[config.mk]
export PLATFORM = sky130hd
export DESIGN_NAME = uart_tx_fifo_sb_ctrl_flat
export DESIGN_NICKNAME = d
export VERILOG_FILES = /design/src/rtl/uart_tx_fifo_sb_ctrl_if.sv /design/src/rtl/uart_tx_fifo_sb_ctrl.sv /design/src/flat_wrapper.sv
export SDC_FILE = /design/constraint.sdc
export NUM_CORES = 1
export LEC_CHECK = 0
export CAP_MARGIN = 20
export CORE_MARGIN = 2
export CORE_UTILIZATION = 59
export CTS_BUF_LIST = sky130_fd_sc_hd__clkbuf_8
export CTS_CLUSTER_SIZE = 25
export DETAILED_ROUTE_END_ITERATION = 6
export PLACE_DENSITY_LB_ADDON = 0.12
export SLEW_MARGIN = 20
export SYNTH_ARGS = -nofsm -noshare
export SYNTH_HDL_FRONTEND = slang
export SYNTH_SLANG_ARGS = --single-unit
[constraint.sdc]
create_clock -name clk_i -period 4.65 [get_ports clk_i]
set_input_delay 0.93 -clock clk_i [delete_from_list [all_inputs] [get_ports clk_i]]
set_output_delay 0.93 -clock clk_i [all_outputs]
set_load 0.005 [all_outputs]
[src/rtl/uart_tx_fifo_sb_ctrl_if.sv]
// System-bus port bundle for the FIFO-backed UART transmit controller.
// The bus master drives request, direction, address and write data.
// The controller returns combinational read data.
interface uart_tx_fifo_sb_ctrl_if;
    logic        req_i;
    logic        write_enable_i;
    logic [31:0] addr_i;
    logic [31:0] write_data_i;
    logic [31:0] read_data_o;

    modport master (
        output req_i,
        output write_enable_i,
        output addr_i,
        output write_data_i,
        input  read_data_o
    );

    modport slave (
        input  req_i,
        input  write_enable_i,
        input  addr_i,
        input  write_data_i,
        output read_data_o
    );
endinterface

[src/rtl/uart_tx_fifo_sb_ctrl.sv]
// UART transmit controller with a DEPTH-entry character FIFO on the system bus.
// Software pushes characters through a small register file. A serializer drains
// the FIFO back-to-back, using a divisor, parity enable and stop-bit count that
// are latched at the start of each frame.
module uart_tx_fifo_sb_ctrl #(
    parameter int unsigned DEPTH   = 16,
    parameter int unsigned DATA_W  = 8,
    parameter int unsigned DIV_W   = 17,
    parameter int unsigned RST_DIV = 5208
) (
    input  logic                   clk_i,
    input  logic                   rst,
    uart_tx_fifo_sb_ctrl_if.slave  bus,
    output logic                   tx_o,
    output logic                   irq_o
);

    localparam int unsigned PTR_W = $clog2(DEPTH);
    localparam int unsigned CNT_W = $clog2(DEPTH + 1);

    localparam logic [CNT_W-1:0] FULL_CNT = CNT_W'(DEPTH);
    localparam logic [3:0]       LAST_BIT = 4'(DATA_W - 1);
    localparam logic [DIV_W-1:0] DIV_RST  = DIV_W'(RST_DIV);
    localparam logic [DIV_W-1:0] DIV_ONE  = DIV_W'(1);

    // Register map
    localparam logic [31:0] A_DATA     = 32'h00;
    localparam logic [31:0] A_STATUS   = 32'h04;
    localparam logic [31:0] A_LEVEL    = 32'h08;
    localparam logic [31:0] A_DIVISOR  = 32'h0C;
    localparam logic [31:0] A_PARITY   = 32'h10;
    localparam logic [31:0] A_STOPBITS = 32'h14;
    localparam logic [31:0] A_IRQ_EN   = 32'h18;
    localparam logic [31:0] A_SOFT_RST = 32'h24;

    // Serializer states
    localparam logic [2:0] S_IDLE   = 3'd0;
    localparam logic [2:0] S_START  = 3'd1;
    localparam logic [2:0] S_DATA   = 3'd2;
    localparam logic [2:0] S_PARITY = 3'd3;
    localparam logic [2:0] S_STOP   = 3'd4;

    // Bus decode
    logic w_wr;
    logic w_rd;
    logic w_soft_rst;
    logic w_rst;
    logic w_push;
    logic w_push_ok;
    logic w_pop;

    // FIFO storage and bookkeeping
    logic [DATA_W-1:0] r_mem [DEPTH];
    logic [PTR_W-1:0]  r_wptr;
    logic [PTR_W-1:0]  r_rptr;
    logic [CNT_W-1:0]  r_count;
    logic              r_overflow;
    logic              w_empty;
    logic              w_full;

    // Software-visible configuration
    logic [DIV_W-1:0]  r_div;
    logic              r_par_en;
    logic              r_stop2;
    logic              r_irq_en;
    logic [DATA_W-1:0] r_last;
    logic              w_cfg_ok;

    // Serializer
    logic [2:0]        r_state;
    logic [DIV_W-1:0]  r_clk_cnt;
    logic [3:0]        r_bit_cnt;
    logic [DATA_W-1:0] r_shift;
    logic              r_par_bit;
    logic [DIV_W-1:0]  r_f_div;
    logic              r_f_par;
    logic              r_f_stop2;
    logic              w_busy;
    logic              w_bit_end;
    logic              w_last_stop;
    logic              w_frame_end;

    assign w_wr = bus.req_i & bus.write_enable_i;
    assign w_rd = bus.req_i & ~bus.write_enable_i;

    // A write of exactly 1 to SOFT_RST resets the block on that same edge.
    assign w_soft_rst = w_wr && (bus.addr_i == A_SOFT_RST) && (bus.write_data_i == 32'd1);
    assign w_rst      = rst | w_soft_rst;

    assign w_busy   = (r_state != S_IDLE);
    assign w_empty  = (r_count == '0);
    assign w_full   = (r_count == FULL_CNT);
    assign w_cfg_ok = ~w_busy & w_empty;

    assign w_bit_end   = (r_clk_cnt == (r_f_div - DIV_ONE));
    assign w_last_stop = (r_bit_cnt == {3'b000, r_f_stop2});
    assign w_frame_end = (r_state == S_STOP) && w_bit_end && w_last_stop;

    // Pop either from idle or at the last stop clock, so frames run back-to-back.
    assign w_pop     = ~w_empty & ((r_state == S_IDLE) | w_frame_end);
    assign w_push    = w_wr && (bus.addr_i == A_DATA);
    assign w_push_ok = w_push & (~w_full | w_pop);

    assign irq_o = r_irq_en & w_empty & ~w_busy;

    // FIFO storage write; contents need no reset since the pointers are cleared
    always_ff @(posedge clk_i) begin
        if (w_push_ok && !w_rst) begin
            r_mem[r_wptr] <= bus.write_data_i[DATA_W-1:0];
        end
    end

    // FIFO pointers, occupancy and sticky overflow flag
    always_ff @(posedge clk_i) begin
        if (w_rst) begin
            r_wptr     <= '0;
            r_rptr     <= '0;
            r_count    <= '0;
            r_overflow <= 1'b0;
        end else begin
            if (w_push_ok) begin
                r_wptr <= r_wptr + PTR_W'(1);
            end
            if (w_pop) begin
                r_rptr <= r_rptr + PTR_W'(1);
            end
            case ({w_push_ok, w_pop})
                2'b10:   r_count <= r_count + CNT_W'(1);
                2'b01:   r_count <= r_count - CNT_W'(1);
                default: r_count <= r_count;
            endcase
            if (w_wr && (bus.addr_i == A_STATUS)) begin
                r_overflow <= 1'b0;
            end else if (w_push && !w_push_ok) begin
                r_overflow <= 1'b1;
            end
        end
    end

    // Configuration registers; frame parameters only change while fully idle
    always_ff @(posedge clk_i) begin
        if (w_rst) begin
            r_div    <= DIV_RST;
            r_par_en <= 1'b1;
            r_stop2  <= 1'b1;
            r_irq_en <= 1'b0;
            r_last   <= '0;
        end else if (w_wr) begin
            case (bus.addr_i)
                A_DATA:     r_last <= bus.write_data_i[DATA_W-1:0];
                A_DIVISOR:  if (w_cfg_ok) r_div    <= bus.write_data_i[DIV_W-1:0];
                A_PARITY:   if (w_cfg_ok) r_par_en <= bus.write_data_i[0];
                A_STOPBITS: if (w_cfg_ok) r_stop2  <= bus.write_data_i[0];
                A_IRQ_EN:   r_irq_en <= bus.write_data_i[0];
                default:    ;
            endcase
        end
    end

    // Serializer FSM: START, DATA (LSB first), optional even PARITY, 1-2 STOP bits
    always_ff @(posedge clk_i) begin
        if (w_rst) begin
            r_state   <= S_IDLE;
            r_clk_cnt <= '0;
            r_bit_cnt <= '0;
            r_shift   <= '0;
            r_par_bit <= 1'b0;
            r_f_div   <= DIV_ONE;
            r_f_par   <= 1'b0;
            r_f_stop2 <= 1'b0;
        end else if (w_pop) begin
            r_state   <= S_START;
            r_clk_cnt <= '0;
            r_bit_cnt <= '0;
            r_shift   <= r_mem[r_rptr];
            r_par_bit <= ^r_mem[r_rptr];
            r_f_div   <= (r_div == '0) ? DIV_ONE : r_div;
            r_f_par   <= r_par_en;
            r_f_stop2 <= r_stop2;
        end else if (r_state != S_IDLE) begin
            if (w_bit_end) begin
                r_clk_cnt <= '0;
                case (r_state)
                    S_START: begin
                        r_state   <= S_DATA;
                        r_bit_cnt <= '0;
                    end
                    S_DATA: begin
                        r_shift <= {1'b0, r_shift[DATA_W-1:1]};
                        if (r_bit_cnt == LAST_BIT) begin
                            r_state   <= r_f_par ? S_PARITY : S_STOP;
                            r_bit_cnt <= '0;
                        end else begin
                            r_bit_cnt <= r_bit_cnt + 4'd1;
                        end
                    end
                    S_PARITY: begin
                        r_state   <= S_STOP;
                        r_bit_cnt <= '0;
                    end
                    S_STOP: begin
                        if (w_last_stop) begin
                            r_state <= S_IDLE;
                        end else begin
                            r_bit_cnt <= r_bit_cnt + 4'd1;
                        end
                    end
                    default: r_state <= S_IDLE;
                endcase
            end else begin
                r_clk_cnt <= r_clk_cnt + DIV_ONE;
            end
        end
    end

    // Serial line level for the current state
    always_comb begin
        tx_o = 1'b1;
        case (r_state)
            S_START:  tx_o = 1'b0;
            S_DATA:   tx_o = r_shift[0];
            S_PARITY: tx_o = r_par_bit;
            default:  tx_o = 1'b1;
        endcase
    end

    // Combinational register readback, zero outside reads and unmapped addresses
    always_comb begin
        bus.read_data_o = '0;
        if (w_rd) begin
            case (bus.addr_i)
                A_DATA:     bus.read_data_o = 32'(r_last);
                A_STATUS:   bus.read_data_o = {28'd0, r_overflow, w_empty, w_full, w_busy};
                A_LEVEL:    bus.read_data_o = 32'(r_count);
                A_DIVISOR:  bus.read_data_o = 32'(r_div);
                A_PARITY:   bus.read_data_o = {31'd0, r_par_en};
                A_STOPBITS: bus.read_data_o = {31'd0, r_stop2};
                A_IRQ_EN:   bus.read_data_o = {31'd0, r_irq_en};
                default:    bus.read_data_o = '0;
            endcase
        end
    end

endmodule

[src/flat_wrapper.sv]
// flat-port wrapper written by rule: the top's interface ports become plain ports
module uart_tx_fifo_sb_ctrl_flat 
#(
    parameter int unsigned DEPTH   = 16,
    parameter int unsigned DATA_W  = 8,
    parameter int unsigned DIV_W   = 17,
    parameter int unsigned RST_DIV = 5208
)
  (clk_i, rst, tx_o, irq_o, bus_req_i, bus_write_enable_i, bus_addr_i, bus_write_data_i, bus_read_data_o);
  uart_tx_fifo_sb_ctrl_if bus_i ();
  input  logic clk_i;
  input  logic rst;
  output logic tx_o;
  output logic irq_o;
  input wire logic [$bits(bus_i.req_i)-1:0] bus_req_i;
  input wire logic [$bits(bus_i.write_enable_i)-1:0] bus_write_enable_i;
  input wire logic [$bits(bus_i.addr_i)-1:0] bus_addr_i;
  input wire logic [$bits(bus_i.write_data_i)-1:0] bus_write_data_i;
  output wire logic [$bits(bus_i.read_data_o)-1:0] bus_read_data_o;
  assign bus_i.req_i = bus_req_i;
  assign bus_i.write_enable_i = bus_write_enable_i;
  assign bus_i.addr_i = bus_addr_i;
  assign bus_i.write_data_i = bus_write_data_i;
  assign bus_read_data_o = bus_i.read_data_o;
  uart_tx_fifo_sb_ctrl #(.DEPTH(DEPTH), .DATA_W(DATA_W), .DIV_W(DIV_W), .RST_DIV(RST_DIV)) u_core (.clk_i(clk_i), .rst(rst), .bus(bus_i), .tx_o(tx_o), .irq_o(irq_o));
endmodule
## Yosys cells after proc, flatten, opt, wreduce, memory -nomap -nowiden

Memory sizes are Yosys's and may differ from the RTL's. A register that Yosys moved wholly into a read port is not among the register bits.
Index checks and enable logic that the tools add are counted.

- Shift operators: 0
- Equal/unequal tests: 23
- Multiply operators: 0
- Bitwise operators: 14
- $lt $le $gt $ge: 0
- Reduce and logical (&&, ||, !) cells: 33
- Multiplexer cells: 24
- $add $sub $neg: 7
- Divide/modulo/power cells: 0

Operators with widths:

| operator | count |
|---|---|
| 17-bit case mux with 7 select lines | 1 |
| 32-bit by 5-bit equality test with 1-bit output, second input constant | 3 |
| 32-bit by 4-bit equality test with 1-bit output, second input constant | 2 |
| 17-bit 2-to-1 mux | 2 |
| 32-bit by 1-bit equality test with 1-bit output, second input constant | 1 |
| 32-bit by 3-bit equality test with 1-bit output, second input constant | 1 |
| 32-bit by 6-bit equality test with 1-bit output, second input constant | 1 |
| 32-bit zero test | 1 |
| 32-bit 2-to-1 mux | 1 |
| 8-bit 2-to-1 mux | 4 |
| 17-bit by 1-bit adder with 17-bit output, second input constant | 1 |
| 17-bit equality test | 1 |
| 17-bit zero test | 1 |
| 17-bit by 1-bit subtractor with 17-bit output, second input constant | 1 |
| 4-bit 2-to-1 mux | 4 |
| 4-bit by 1-bit adder with 4-bit output, second input constant | 3 |
| 3-bit case mux with 4 select lines | 1 |
| 4-bit case mux with 3 select lines | 1 |
| 3-bit AND reduction | 4 |
| 4-bit AND reduction | 3 |
| 5-bit case mux with 2 select lines | 1 |
| 3-bit 2-to-1 mux | 3 |
| 1-bit logical AND | 8 |
| 2-bit nonzero test | 4 |
| 25 further kinds | 48 |

- Latch bits: 0
- Word-level logic and storage cells: 120
- Memories kept: 1
- Bits in writable memories: 128
- Memory bits (read-only): 0
- Output and inout port bits: 34
- Input bits: 68
- Bits in registers: 94

Memories:

| name | words | width | rd ports | clocked after memory_dff | wr ports | RTL line | text |
|---|---|---|---|---|---|---|---|
| u_core.r_mem | 16 | 8 | 1 | 1 | 1 | uart_tx_fifo_sb_ctrl.sv:53 | `logic [DATA_W-1:0] r_mem [DEPTH];` |

## Logic depth before layout (Yosys ltp)

- Depth after elaboration: 11
- Gate-level depth with buffers: 17

## Worst setup path before layout

Ideal clock, no wire load.

- Path type: register -> register
- Start: register u_core.r_f_div[0]
- End: register u_core.r_count[4]
- Data required time: 4.525 ns
- Clock period less this slack: 4.227 ns
- Setup slack: 0.423 ns
- Arrival: 4.102 ns
- Setup time: 0.125 ns
- Buffers on the path: 0
- Stages on the path, launching flop included: 17
- Cell sequence: dfxtp_1 inv_1 ha_1 or4b_1 nor4_1 mux2_2 or4bb_1 nand4bb_1 o21ai_0 nand3_1 inv_1 ha_1 a21o_1 a21oi_1 a21oi_1 o21ai_0 nand3_1

- Cells in the longest elaborated chain, start to end: 10
- Elaborated cells on any way between the ends: 12
- Classes of those cells: 1 x add/sub; 3 x eq/ne; 1 x mux; 4 x bitwise; 3 x reduce/logical

RTL lines:

| what | RTL line | text |
|---|---|---|
| start: declaration | uart_tx_fifo_sb_ctrl.sv:75 | `logic [DIV_W-1:0] r_f_div;` |
| start signal: assignment | uart_tx_fifo_sb_ctrl.sv:177 | `r_f_div <= (r_div == '0) ? DIV_ONE : r_div;` |
| 17-bit by 1-bit subtractor with 17-bit output * | uart_tx_fifo_sb_ctrl.sv:95 | `assign w_bit_end = (r_clk_cnt == (r_f_div - DIV_ONE));` |
| 17-bit equality test * | uart_tx_fifo_sb_ctrl.sv:95 |  |
| 1-bit logical AND * (2 in a row) | uart_tx_fifo_sb_ctrl.sv:97 | `assign w_frame_end = (r_state == S_STOP) && w_bit_end && w_last_stop;` |
| 1-bit bitwise OR * | uart_tx_fifo_sb_ctrl.sv:100 | `assign w_pop = ~w_empty & ((r_state == S_IDLE) \| w_frame_end);` |
| 1-bit AND * | uart_tx_fifo_sb_ctrl.sv:100 |  |
| 1-bit bitwise OR | uart_tx_fifo_sb_ctrl.sv:102 | `assign w_push_ok = w_push & (~w_full \| w_pop);` |
| 1-bit AND | uart_tx_fifo_sb_ctrl.sv:102 |  |
| 2-bit by 1-bit equality test with 1-bit output or 2-bit equality test (tied branches) | uart_tx_fifo_sb_ctrl.sv:127 | `case ({w_push_ok, w_pop})` |
| 5-bit case mux with 2 select lines or 2-bit nonzero test (tied branches) | -- |  |
| end signal: assignment | uart_tx_fifo_sb_ctrl.sv:128 | `2'b10: r_count <= r_count + CNT_W'(1);` |
| end signal: assignment | uart_tx_fifo_sb_ctrl.sv:129 | `2'b01: r_count <= r_count - CNT_W'(1);` |
| end signal: assignment | uart_tx_fifo_sb_ctrl.sv:130 | `default: r_count <= r_count;` |
| end: declaration | uart_tx_fifo_sb_ctrl.sv:56 | `logic [CNT_W-1:0] r_count;` |

Every way passes the cells marked *; elsewhere a longest branch is shown, timed or not.
A chain may end at the register's enable or synchronous reset.

## Worst setup path after layout

- Start: input bus_addr_i[1]
- End: output bus_read_data_o[1]

- Cells in the longest elaborated chain, start to end: 3
- Elaborated cells on any way between the ends: 9
- Classes of those cells: 6 x eq/ne; 2 x mux; 1 x reduce/logical

RTL lines:

| what | RTL line | text |
|---|---|---|
| start: declaration | flat_wrapper.sv:17 | `input wire logic [$bits(bus_i.addr_i)-1:0] bus_addr_i;` |
| 32-bit by 5-bit equality test with 1-bit output, or another cell as far along | uart_tx_fifo_sb_ctrl.sv:231 | `case (bus.addr_i)` |
| 17-bit case mux with 7 select lines * | uart_tx_fifo_sb_ctrl.sv:231 |  |
| 32-bit 2-to-1 mux * | uart_tx_fifo_sb_ctrl.sv:230 | `if (w_rd) begin` |
| end: declaration | flat_wrapper.sv:19 | `output wire logic [$bits(bus_i.read_data_o)-1:0] bus_read_data_o;` |

Marked as above.

==> summary.md <==
| Metric | Value |
|---|---|
| DPL Wire Length | roughly 17000 um |
| Critical Path Start | bus_addr_i[1] |
| Hold Crit Depth | 2 |
| CP most frequent cell | clkdlybuf4s50_1 |
| Worst Clk Skew | 0.02361 ns |
| Slew @ Worst Pin | 1.171 ns |
| Peak VDD IR | 0.3375 mV |
| Slew HR | 0.2097 |
| CTS tree | built |
| Worst R2R Path Depth | 18 |
| Sequential Power Share | 0.422 |
| Outcome | finished clean |
| Setup violators final | 0 |
| #FFs+latches synth | 226 |
| PD cells | between 400 and 500 nW/um^2 |
| Worst setup SP type | input port |
| Sw Share | 0.3110 |
| Fin crit period | 4.480 ns |
| First-pass GRT wire length | 38010 um |
| I/O Pins | 102 |
| Die height | 137.1 um |
| Post-route insts no fill | 1262 |
| EDFF count, synth | 128 |
| Reg-to-reg setup timing slack | 0.28 ns |
| CP Capture Point | bus_read_data_o[1] |
| Power Total | 5.638 mW |
| Final hold vios | 0 |
| Tcrit/Tclk final | 0.9634 |
| Total track usage | 0.2678 |
| Average cell area after synthesis | roughly 12 um^2 |
| Endpoint class of the critical path | output pin |
| Routed wire length | 24630 um |
| Routability cong. | 0.9064 |
| Sw Pwr | roughly 1.8 mW |
| Hold WS | ~0.45 ns |
| Dominant synthesized flop cell | edfxtp_1 |
| 1st-iter DRT viols | 555 |
| Vias | 7494 |
| Residual DRC | 0 |
| Diode count | 0 |
| MaxCap Viol Count | 0 |
| Crit-path slowest cell | clkdlybuf4s50_1 |
| Worst Hold Class | reg2reg |
| Max Root-Sink Buffers | 3 |
| Post-route cell area | 12410 um^2 |
| Clk root buf | clkbuf_8 |
| Avg Vias per Cell | 5.938 |
| Crit-path max cell delay | 0.53 ns |
| YS warnings | 0 |
| Die ar. | roughly 19000 um^2 |
| Cells along the critical path | clkdlybuf4s50_1 > nor4_1 > nand4_1 > nor2_1 > and3b_1 > and2_1 > nor2b_1 > a32oi_1 > a21oi_1 > clkdlybuf4s50_1 |
| Mapped Area | 10450 um^2 |
| Cells after DPL | 1193 |
| F_max | ~220 MHz |
| Post-CTS setup buffers | 0 |
| Pleak | roughly 4.3 nW |
| Worst reg2reg path endpoint | u_core.r_count[4] |
| Clk pwr share | 0.301 |
| Clock Latency Late Sink | around 0.53 ns |
| Port buffer count | 86 |
| WS Path Type | in2out |
| CORE AREA | 17300 um^2 |
| Post-Synthesis Cells | 892 |
| Vias in the first global route | 7049 |
| Post-layout net count | 1089 |
| 1st-pass router iterations | 5 |
| R2R Path Start | u_core.r_f_div[1] |
| Clock-pin slew on the worst setup and hold paths | about 0.06 ns |
| Worst-path fanout max | 4 |
| Average wire per standard cell | a little under 20 um |
| Internal Power | 3.885 mW |
| Die Span X | 137.1 um |
| FFs w/ async S/R, synth | 0 |
| Area growth syn-to-layout | 18.77% |
| H-Tree Depth | 2 |
| Num CTS Buffers | 38 |
| Worst Path Required | 3.72 ns |
| Initial antenna violation count | 0 |
| Max-slew violations | 0 |
| Detail Route Antenna Nets | 0 |
| Starting Density | 0.6040 |
| Largest net degree at the start of global routing | 33 |
| Combinational power share | 0.277 |
| Clock sinks | between 200 and 250 |
| Dpl cell area | ~12000 um^2 |
| Rows | 48 |
| Yosys cell types | 69 |
| Layout cells sized above 1 | 0.1543 |
| Total grt overflow | 0 |
| Crit path arrival time | around 3.6 ns |
| Sequential-to-total area share from yosys stat | 0.5557 |
==> layout make-up <==
cell class / instances / area (um^2)
fill: 1221 / 4888
timing repair buffer: 118 / 1099
clock inverter: 27 / 170.2
sequential: 226 / 5808
clock buffer: 41 / 564.3
multi-input combinational: 605 / 4410
inverter: 20 / 75.07
tap: 225 / 281.5
==> critical path, delay by kind of cell <==
kind	cells	cell delay (ns)
simple gates	6	1.31
compound gates	2	0.34
buf+inv	2	0.95
==> layer usage <==
| layer | part of all wire | track usage | vias to the layer above |
|---|---|---|---|
| met5 | 0 | 0 | - |
| li1 | - | - | 3543 |
| met2 | 0.46 | 0.4005 | 270 |
| met4 | 0.018 | 0.08419 | 0 |
| met1 | 0.45 | 0.3945 | 3645 |
| met3 | 0.073 | 0.05741 | 36 |
==> through the flow <==
stage               utilization  setup WS [ns]  setup TNS (ns)
floorplan                     -         0.4232               0
global placement         0.6710         0.1307               0
detailed placement       0.6710       -0.01647         -0.2055
CTS                      0.7138        0.03412               0
global route             0.7174       -0.02360        -0.02360
finish                   0.7174         0.1703               0
==> kinds of logic (layout without fill, tap and decap cells) <==
| logic type | Yosys count | count (layout) | synth area share |
|---|---|---|---|
| AND/OR/NAND/NOR | 336 | 336 | 0.1630 |
| flip-flops | 226 | 226 | 0.5557 |
| AO/OA/AOI/OAI | 130 | 130 | 0.08108 |
| buffers and inverters | 75 | 206 | 0.03365 |
| multiplexers | 71 | 71 | 0.1168 |
| XOR/XNOR | 41 | 41 | 0.03437 |
| adder cells (fa/ha/maj) | 12 | 12 | 0.01509 |
| other | 1 | 15 | 0.0003589 |
==> placed cells by master (no fill, tap or decap), drive strengths merged, types with 24 or more instances in the layout <==
cell type      synthesis  final
nor4                  27     27
edfxtp               128    128
clkdlybuf4s50          0     86
inv                   20     32
nand2                 92     92
dfxtp                 98     98
clkbuf                30     42
buf                   25     31
nand3                 32     32
nor2                  77     77
a21oi                 56     56
and2                  30     30
mux4                  40     40
mux2i                 24     24
==> worst min-delay path by stage <==
stage	start	endpoint	slack, ns
2_1_floorplan	u_core.r_shift[0]	u_core.r_shift[0]	0.43
3_3_place_gp	u_core.r_shift[5]	u_core.r_shift[5]	0.44
3_5_place_dp	u_core.r_shift[4]	u_core.r_shift[4]	0.45
4_1_cts	u_core.r_shift[4]	u_core.r_shift[4]	0.46
5_1_grt	u_core.r_shift[3]	u_core.r_shift[3]	0.48
6_report	u_core.r_shift[3]	u_core.r_shift[3]	0.45
==> repair_timing <==
action	CTS	global route
hold buffers	0	0
endpoints found under the hold margin	0	0
setup endpoints to repair	32	130
pin swaps	0	1
resized for setup	1	14
==> power by group through the flow <==
stage	clock network [mW]	logic (mW)	registers [mW]
6_report	1.70	1.56	2.38
5_1_grt	1.80	1.69	2.40
4_1_cts	1.72	1.51	2.38
3_5_place_dp	0	1.50	2.42
3_3_place_gp	0	1.48	2.41
2_1_floorplan	0	1.16	2.31
==> flip-flops by register name, summed over array words and instances (netlist names), 3 cells and up, named ones only <==
register,count
u_core.r_mem,128
u_core.r_clk_cnt,17
u_core.r_div,17
u_core.r_f_div,17
u_core.r_last,8
u_core.r_shift,8
u_core.r_count,5
u_core.r_bit_cnt,4
u_core.r_rptr,4
u_core.r_wptr,4
u_core.r_state,3
==> Yosys cell counts, types with 8 or more instances <==
master,n,area share
edfxtp_1,128,0.37
dfxtp_1,98,0.19
nand2_1,92,0.033
nor2_1,77,0.028
a21oi_1,50,0.024
mux4_2,40,0.086
nand3_1,32,0.015
clkbuf_1,30,0.011
and2_1,29,0.017
nor4_1,27,0.016
mux2i_1,24,0.023
xor2_1,22,0.018
inv_1,20,0.0072
xnor2_1,19,0.016
o21ai_0,17,0.0081
buf_4,16,0.011
nand4_1,12,0.0072
ha_1,11,0.013
nor3_1,10,0.0048
or3_1,10,0.0060
or4_1,8,0.0057
(Power assumes the default switching activity.)
